**config.mk**
```make
export PLATFORM = sky130hd
export DESIGN_NAME = approx_product_accumulator
export DESIGN_NICKNAME = d
export VERILOG_FILES = /design/src/rtl/pam_pkg.sv /design/src/rtl/pam_skid_buffer.sv /design/src/rtl/approx_product_accumulator.sv
export SDC_FILE = /design/constraint.sdc
export NUM_CORES = 1
export LEC_CHECK = 0
export CAP_MARGIN = 30
export CORE_ASPECT_RATIO = 0.8
export CORE_MARGIN = 1
export CORE_UTILIZATION = 35
export DETAILED_ROUTE_END_ITERATION = 8
export MAX_ROUTING_LAYER = met4
export REMOVE_ABC_BUFFERS = 1
export SYNTH_ARGS = -nofsm -noshare
export SYNTH_HDL_FRONTEND = slang
export SYNTH_SLANG_ARGS = --single-unit
```
**constraint.sdc**
```tcl
create_clock -name clk -period 7.5 [get_ports clk]
set_input_delay 1.125 -clock clk [delete_from_list [all_inputs] [get_ports clk]]
set_output_delay 1.125 -clock clk [all_outputs]
set_load 0.02 [all_outputs]
```
**src/rtl/pam_pkg.sv**
```systemverilog
// pam_pkg: shared constants, saturating add and stage-2 state encoding
package pam_pkg;
  localparam int PROD_W = 16;
  typedef enum logic {ACC, HOLD_STALL} acc_state_t;
  function automatic logic [63:0] sat_add(input logic [63:0] a, input logic [63:0] b, input logic [63:0] max);
    logic [63:0] s;
    s = a + b;
    return (s > max) ? max : s;
  endfunction
endpackage

```
**src/rtl/pam_skid_buffer.sv**
```systemverilog
// pam_skid_buffer: 2-entry in-order valid/ready buffer
module pam_skid_buffer #(
  parameter int W = pam_pkg::PROD_W + 1
) (
  input  logic         clk,
  input  logic         rst,
  input  logic         in_valid,
  output logic         in_ready,
  input  logic [W-1:0] in_data,
  output logic         out_valid,
  input  logic         out_ready,
  output logic [W-1:0] out_data
);
  import pam_pkg::*;
  logic [W-1:0] mem [2];
  logic wr_ptr, rd_ptr, push, pop;
  logic [1:0] cnt;
  // ready is forced low while reset is asserted so nothing is taken in that cycle
  assign in_ready  = ~rst & (cnt != 2'd2);
  assign out_valid = cnt != 2'd0;
  assign out_data  = mem[rd_ptr];
  assign push      = in_valid & in_ready;
  assign pop       = out_valid & out_ready;
  always_ff @(posedge clk) begin
    if (rst) begin
      wr_ptr <= 1'b0;
      rd_ptr <= 1'b0;
      cnt    <= '0;
    end else begin
      wr_ptr <= wr_ptr ^ push;
      rd_ptr <= rd_ptr ^ pop;
      cnt    <= cnt + 2'(push) - 2'(pop);
    end
  end
  always_ff @(posedge clk)
    if (push) mem[wr_ptr] <= in_data;
endmodule

```
**src/rtl/approx_product_accumulator.sv**
```systemverilog
// approx_product_accumulator: saturating per-vector dot-product accumulator
module approx_product_accumulator #(
  parameter int PROD_W  = pam_pkg::PROD_W,
  parameter int ACC_W   = 24,
  parameter int MAX_LEN = 256
) (
  input  logic                           clk,
  input  logic                           rst,
  input  logic                           in_valid,
  output logic                           in_ready,
  input  logic [PROD_W-1:0]              in_prod,
  input  logic                           in_last,
  output logic                           out_valid,
  input  logic                           out_ready,
  output logic [ACC_W-1:0]               out_sum,
  output logic [$clog2(MAX_LEN+1)-1:0]   out_count,
  output logic                           out_ovf,
  output logic                           out_trunc
);
  import pam_pkg::*;
  localparam int CNT_W = $clog2(MAX_LEN+1);
  localparam logic [ACC_W-1:0] ACC_MAX = '1;
  logic buf_valid, pop, load, last, close, ovf_r, ovf_now, stall;
  logic [PROD_W:0] buf_data;
  logic [PROD_W-1:0] prod;
  logic [ACC_W-1:0] acc, acc_n;
  logic [CNT_W-1:0] cnt, cnt_n;
  acc_state_t state, state_n;

  pam_skid_buffer #(.W(PROD_W+1)) u_skid (
    .clk(clk), .rst(rst),
    .in_valid(in_valid), .in_ready(in_ready), .in_data({in_prod, in_last}),
    .out_valid(buf_valid), .out_ready(pop), .out_data(buf_data)
  );

  assign {prod, last} = buf_data;

  always_comb begin
    acc_n   = ACC_W'(sat_add(64'(acc), 64'(prod), 64'(ACC_MAX)));
    ovf_now = (64'(acc) + 64'(prod)) > 64'(ACC_MAX);
    cnt_n   = cnt + 1'b1;
    close   = last | (cnt_n == CNT_W'(MAX_LEN));
    stall   = buf_valid & close & out_valid & ~out_ready;
  end

  always_ff @(posedge clk)
    state <= rst ? ACC : state_n;

  always_comb state_n = stall ? HOLD_STALL : ACC;

  // a held close pops exactly when the output register drains
  always_comb begin
    pop  = (state == HOLD_STALL) ? out_ready : buf_valid & ~stall;
    load = pop & close;
  end

  always_ff @(posedge clk) begin
    if (rst) begin
      acc   <= '0;
      cnt   <= '0;
      ovf_r <= 1'b0;
    end else if (pop) begin
      acc   <= close ? '0 : acc_n;
      cnt   <= close ? '0 : cnt_n;
      ovf_r <= close ? 1'b0 : ovf_r | ovf_now;
    end
  end

  always_ff @(posedge clk) begin
    if (rst) begin
      out_valid <= 1'b0;
      out_sum   <= '0;
      out_count <= '0;
      out_ovf   <= 1'b0;
      out_trunc <= 1'b0;
    end else begin
      out_valid <= load | (out_valid & ~out_ready);
      if (load) begin
        out_sum   <= acc_n;
        out_count <= cnt_n;
        out_ovf   <= ovf_r | ovf_now;
        out_trunc <= ~last;
      end
    end
  end
endmodule
```
==> results.py <==
metrics = {
    "floorplanning": {
        "die_height_um": 115.1,
        "io_pins": 58,
        "design.die.area_um2": 16490,
        "die_w_um": 143.3,
        "start_util_pct": 36.51,
        "rows": 40,
        "placeableCoreArea_um2": 15310,
    },
    "drt": {
        "vias": 4762,
        "drt_iter0_drc": 356,
        "drc": 0,
        "wl_per_cell_um": 16.36,
        "ant_nets": 0,
        "totalWireLength_um": 14070,
        "drt-pass1-iter-count": 5,
        "viasPerCell": 5.537,
    },
    "power": {
        "leakage_nw": 2.310,
        "pwr-share-comb_pct": 45.5,
        "p_sw_mw": 0.9659,
        "clock_power_share_pct": 20.0,
        "p_int_mw": 1.380,
        "p_per_area_nw_per_um2": 354.2,
        "finalPower_mw": 2.346,
        "ir_drop_mv": 0.1628,
        "switching_share_pct": 41.17,
        "seq_power_share_pct": 34.5,
    },
    "worst_hold_path": {
        "min_to": "acc[7]",
        "min_from": "acc[7]",
        "hold_class": "register to register",
        "hold_depth": 2,
    },
    "critical_path": {
        "rr_endpoint": "out_sum[23]",
        "path_cells": "clkdlybuf4s50_1 -> buf_4 -> a21oi_1 -> clkdlybuf4s50_1",
        "crit_family": "buffers and inverters",
        "ff2ff_setup_slack_ps": 3820,
        "r2r-start": "u_skid.rd_ptr",
        "startpoint_type": "primary input",
        "cp.required_ps": 6380,
        "cp_max_fo": 36,
        "criticalPathCategory": "primary input to output port",
        "critPathBufInv": 3,
        "crit_arrival_ps": 2690,
        "end_kind": "output port",
        "r2r_cells": 9,
        "crit_top_cell": "clkdlybuf4s50_1",
        "critPathMaxStageDelay_ps": 640,
        "cp_slowest_cell": "clkdlybuf4s50_1",
    },
    "cts": {
        "cts_sinks": 109,
        "numCtsBuffers": 9,
        "path_clk_slew_ps": 80,
        "insertion_delay_ps": 370,
        "hold_buffers": 0,
        "htreeDepth": 3,
        "postCtsSetupBuffers": 0,
        "cts_tree": "built",
        "clock-root-buffer": "clkbuf_16",
        "clockBufferDepth": 2,
        "cts_resized": 0,
    },
    "sta": {
        "fmax_mhz": 262.2,
        "hold_viol": 0,
        "slew_headroom_pct": 33.38,
        "worst_pin_slew_ps": 996.4,
        "finalSetupTns_ps": 0,
        "rsz0062_at_grt": "no",
        "finalClockSkew_ps": 18.57,
        "finalSetupViolCount": 0,
        "drv_slew": 0,
        "fin_crit_sh_pct": 50.85,
        "period_needed_ps": 3814,
    },
    "synthesis": {
        "yosysTopAreaCell": "dfxtp_1",
        "synth_top_area_share_pct": 26.85,
        "netlist-cell-type-count": 70,
        "synthArstFlopShare_pct": 0,
        "synth_area_per_cell_um2": 9.227,
        "ys_ff_latch": 109,
        "synth_edf_count": 34,
        "synth-main-ff-cell": "dfxtp_1",
        "synth_area_leaders": "dfxtp_1, edfxtp_1, a21oi_1",
        "yosysWarningCount": 0,
        "syn_inst": 606,
        "syn_area_um2": 5592,
        "ys_seq_area_share_pct": 45.11,
    },
    "cells_and_area": {
        "drive_gt1_share_pct": 7.692,
        "design_area_um2": 6624,
        "synthToLayoutAreaGrowth_pct": 18.46,
        "insertedDiodeCount": 0,
        "layout.nets": 688,
    },
    "grt": {
        "grt_max_degree": 38,
        "grt_first_pass_wirelength_um": 22800,
        "grt_pass1_vias": 4420,
        "grt_overflow_total": 0,
        "antenna_found_initial": 0,
        "grt_usage_pct": 18.64,
    },
    "place": {
        "place_area_um2": 6344,
        "dp_hpwl_um": 9767,
        "port-buffer-count": 57,
        "routabilityCongestion": 0.8535,
    },
    "status": {
        "outcome": "finished clean",
    },
    "run": {
        "maxCapViolCount": 0,
    },
}
-- registers in the layout, summed over array words and instances, names as in the netlist --
name           flops
u_skid.mem        34
acc               24
out_sum           24
cnt                9
out_count          9
u_skid.cnt         2
out_ovf            1
out_trunc          1
out_valid          1
ovf_r              1
state              1
u_skid.rd_ptr      1
u_skid.wr_ptr      1
-- power by group through the flow --
stage / Sequential, mW / Combinational, mW / Clock (mW)
after global routing: 0.827 / 1.17 / 0.505
after CTS: 0.813 / 1.06 / 0.483
after global placement: 0.822 / 1.03 / 0
after detailed placement: 0.825 / 1.06 / 0
final: 0.810 / 1.07 / 0.468
after floorplan: 0.891 / 0.606 / 0
-- worst reg2reg max path, cell delays in order (launching register included) --
cell	delay, ps
dfxtp_1	870
mux2i_1	480
inv_1	100
ha_1	310
a211oi_1	70
o21ai_0	550
a211oi_1	280
o41ai_2	490
nor4b_1	320
nor3_1	100
-- how the worst max path moves through the flow --
stage	startpoint	end	slack, ps	depth (start not counted)
floorplan	u_skid.rd_ptr	acc[5]	4030	10
global placement	rst	in_ready	3710	4
detailed placement	rst	in_ready	3710	4
CTS	rst	in_ready	3690	4
global route	u_skid.rd_ptr	out_sum[22]	3610	10
finish	rst	in_ready	3690	4
-- placed cells by master, fill, tap and decap left out, types with 12 or more instances in the layout --
cell type        synthesis  layout
a211oi_1                13      13
a21oi_1                 60      59
clkdlybuf4s50_1          0      57
dfxtp_1                 75      75
edfxtp_1                34      34
ha_1                    21      21
inv_1                   19      19
mux2_2                  16      16
nand2_1                 47      47
nand3_1                 17      17
nor2_1                  55      55
nor3_1                  18      18
o211ai_1                12      12
o21ai_0                 55      55
xnor2_1                 14      14
-- layout make-up --
| class | count | area, um2 |
|---|---|---|
| clock buffers | 10 | 229.0 |
| clock inverters | 6 | 51.30 |
| fillers | 1517 | 8691 |
| inverters | 19 | 71.32 |
| multi-input cells | 444 | 2867 |
| flip-flops and latches | 109 | 2522 |
| well taps | 210 | 262.8 |
| repair buffers | 62 | 620.6 |
-- per-stage QoR --
step	hold WS (ps)	utilization [%]	setup WS, ps	std cells
after floorplan	426.8	-	4030	572
after global routing	483.9	43.25	3607	860
final	461.9	43.25	3686	860
after detailed placement	453.3	41.42	3714	844
after CTS	466.3	43.25	3694	860
after global placement	442.0	41.29	3708	843
-- cells in the mapped netlist, drive strengths merged (8+ instances only) --
master,instances
nand4,8
clkbuf,23
buf,11
a211oi,14
nand2,47
ha,21
xnor2,14
nand3,17
mux2,17
nor3,18
dfxtp,75
inv,19
edfxtp,34
nor2,55
o211ai,13
o21ai,56
a21oi,61
-- cells by family (layout without fill, tap and decap cells) --
family	Yosys count	in the layout	share of synthesized area [%]
AO/OA/AOI/OAI	195	195	22.47
XOR/XNOR	21	21	3.289
adder cells (fa/ha/maj)	22	22	5.057
buffers and inverters	53	97	3.826
flip-flops	109	109	45.11
multiplexers	18	18	3.670
AND/OR/NAND/NOR	188	188	16.58
-- routing by layer --
| metal | track usage [%] | part of all wire (%) | wire, um |
|---|---|---|---|
| met1 | 25.20 | 50 | 6966 |
| met2 | 26.63 | 43 | 6064 |
| met3 | 4.998 | 5.7 | 798 |
| met4 | 6.525 | 1.7 | 238 |
| met5 | - | 0 | 0 |
Power figures use the tool's default switching activity.
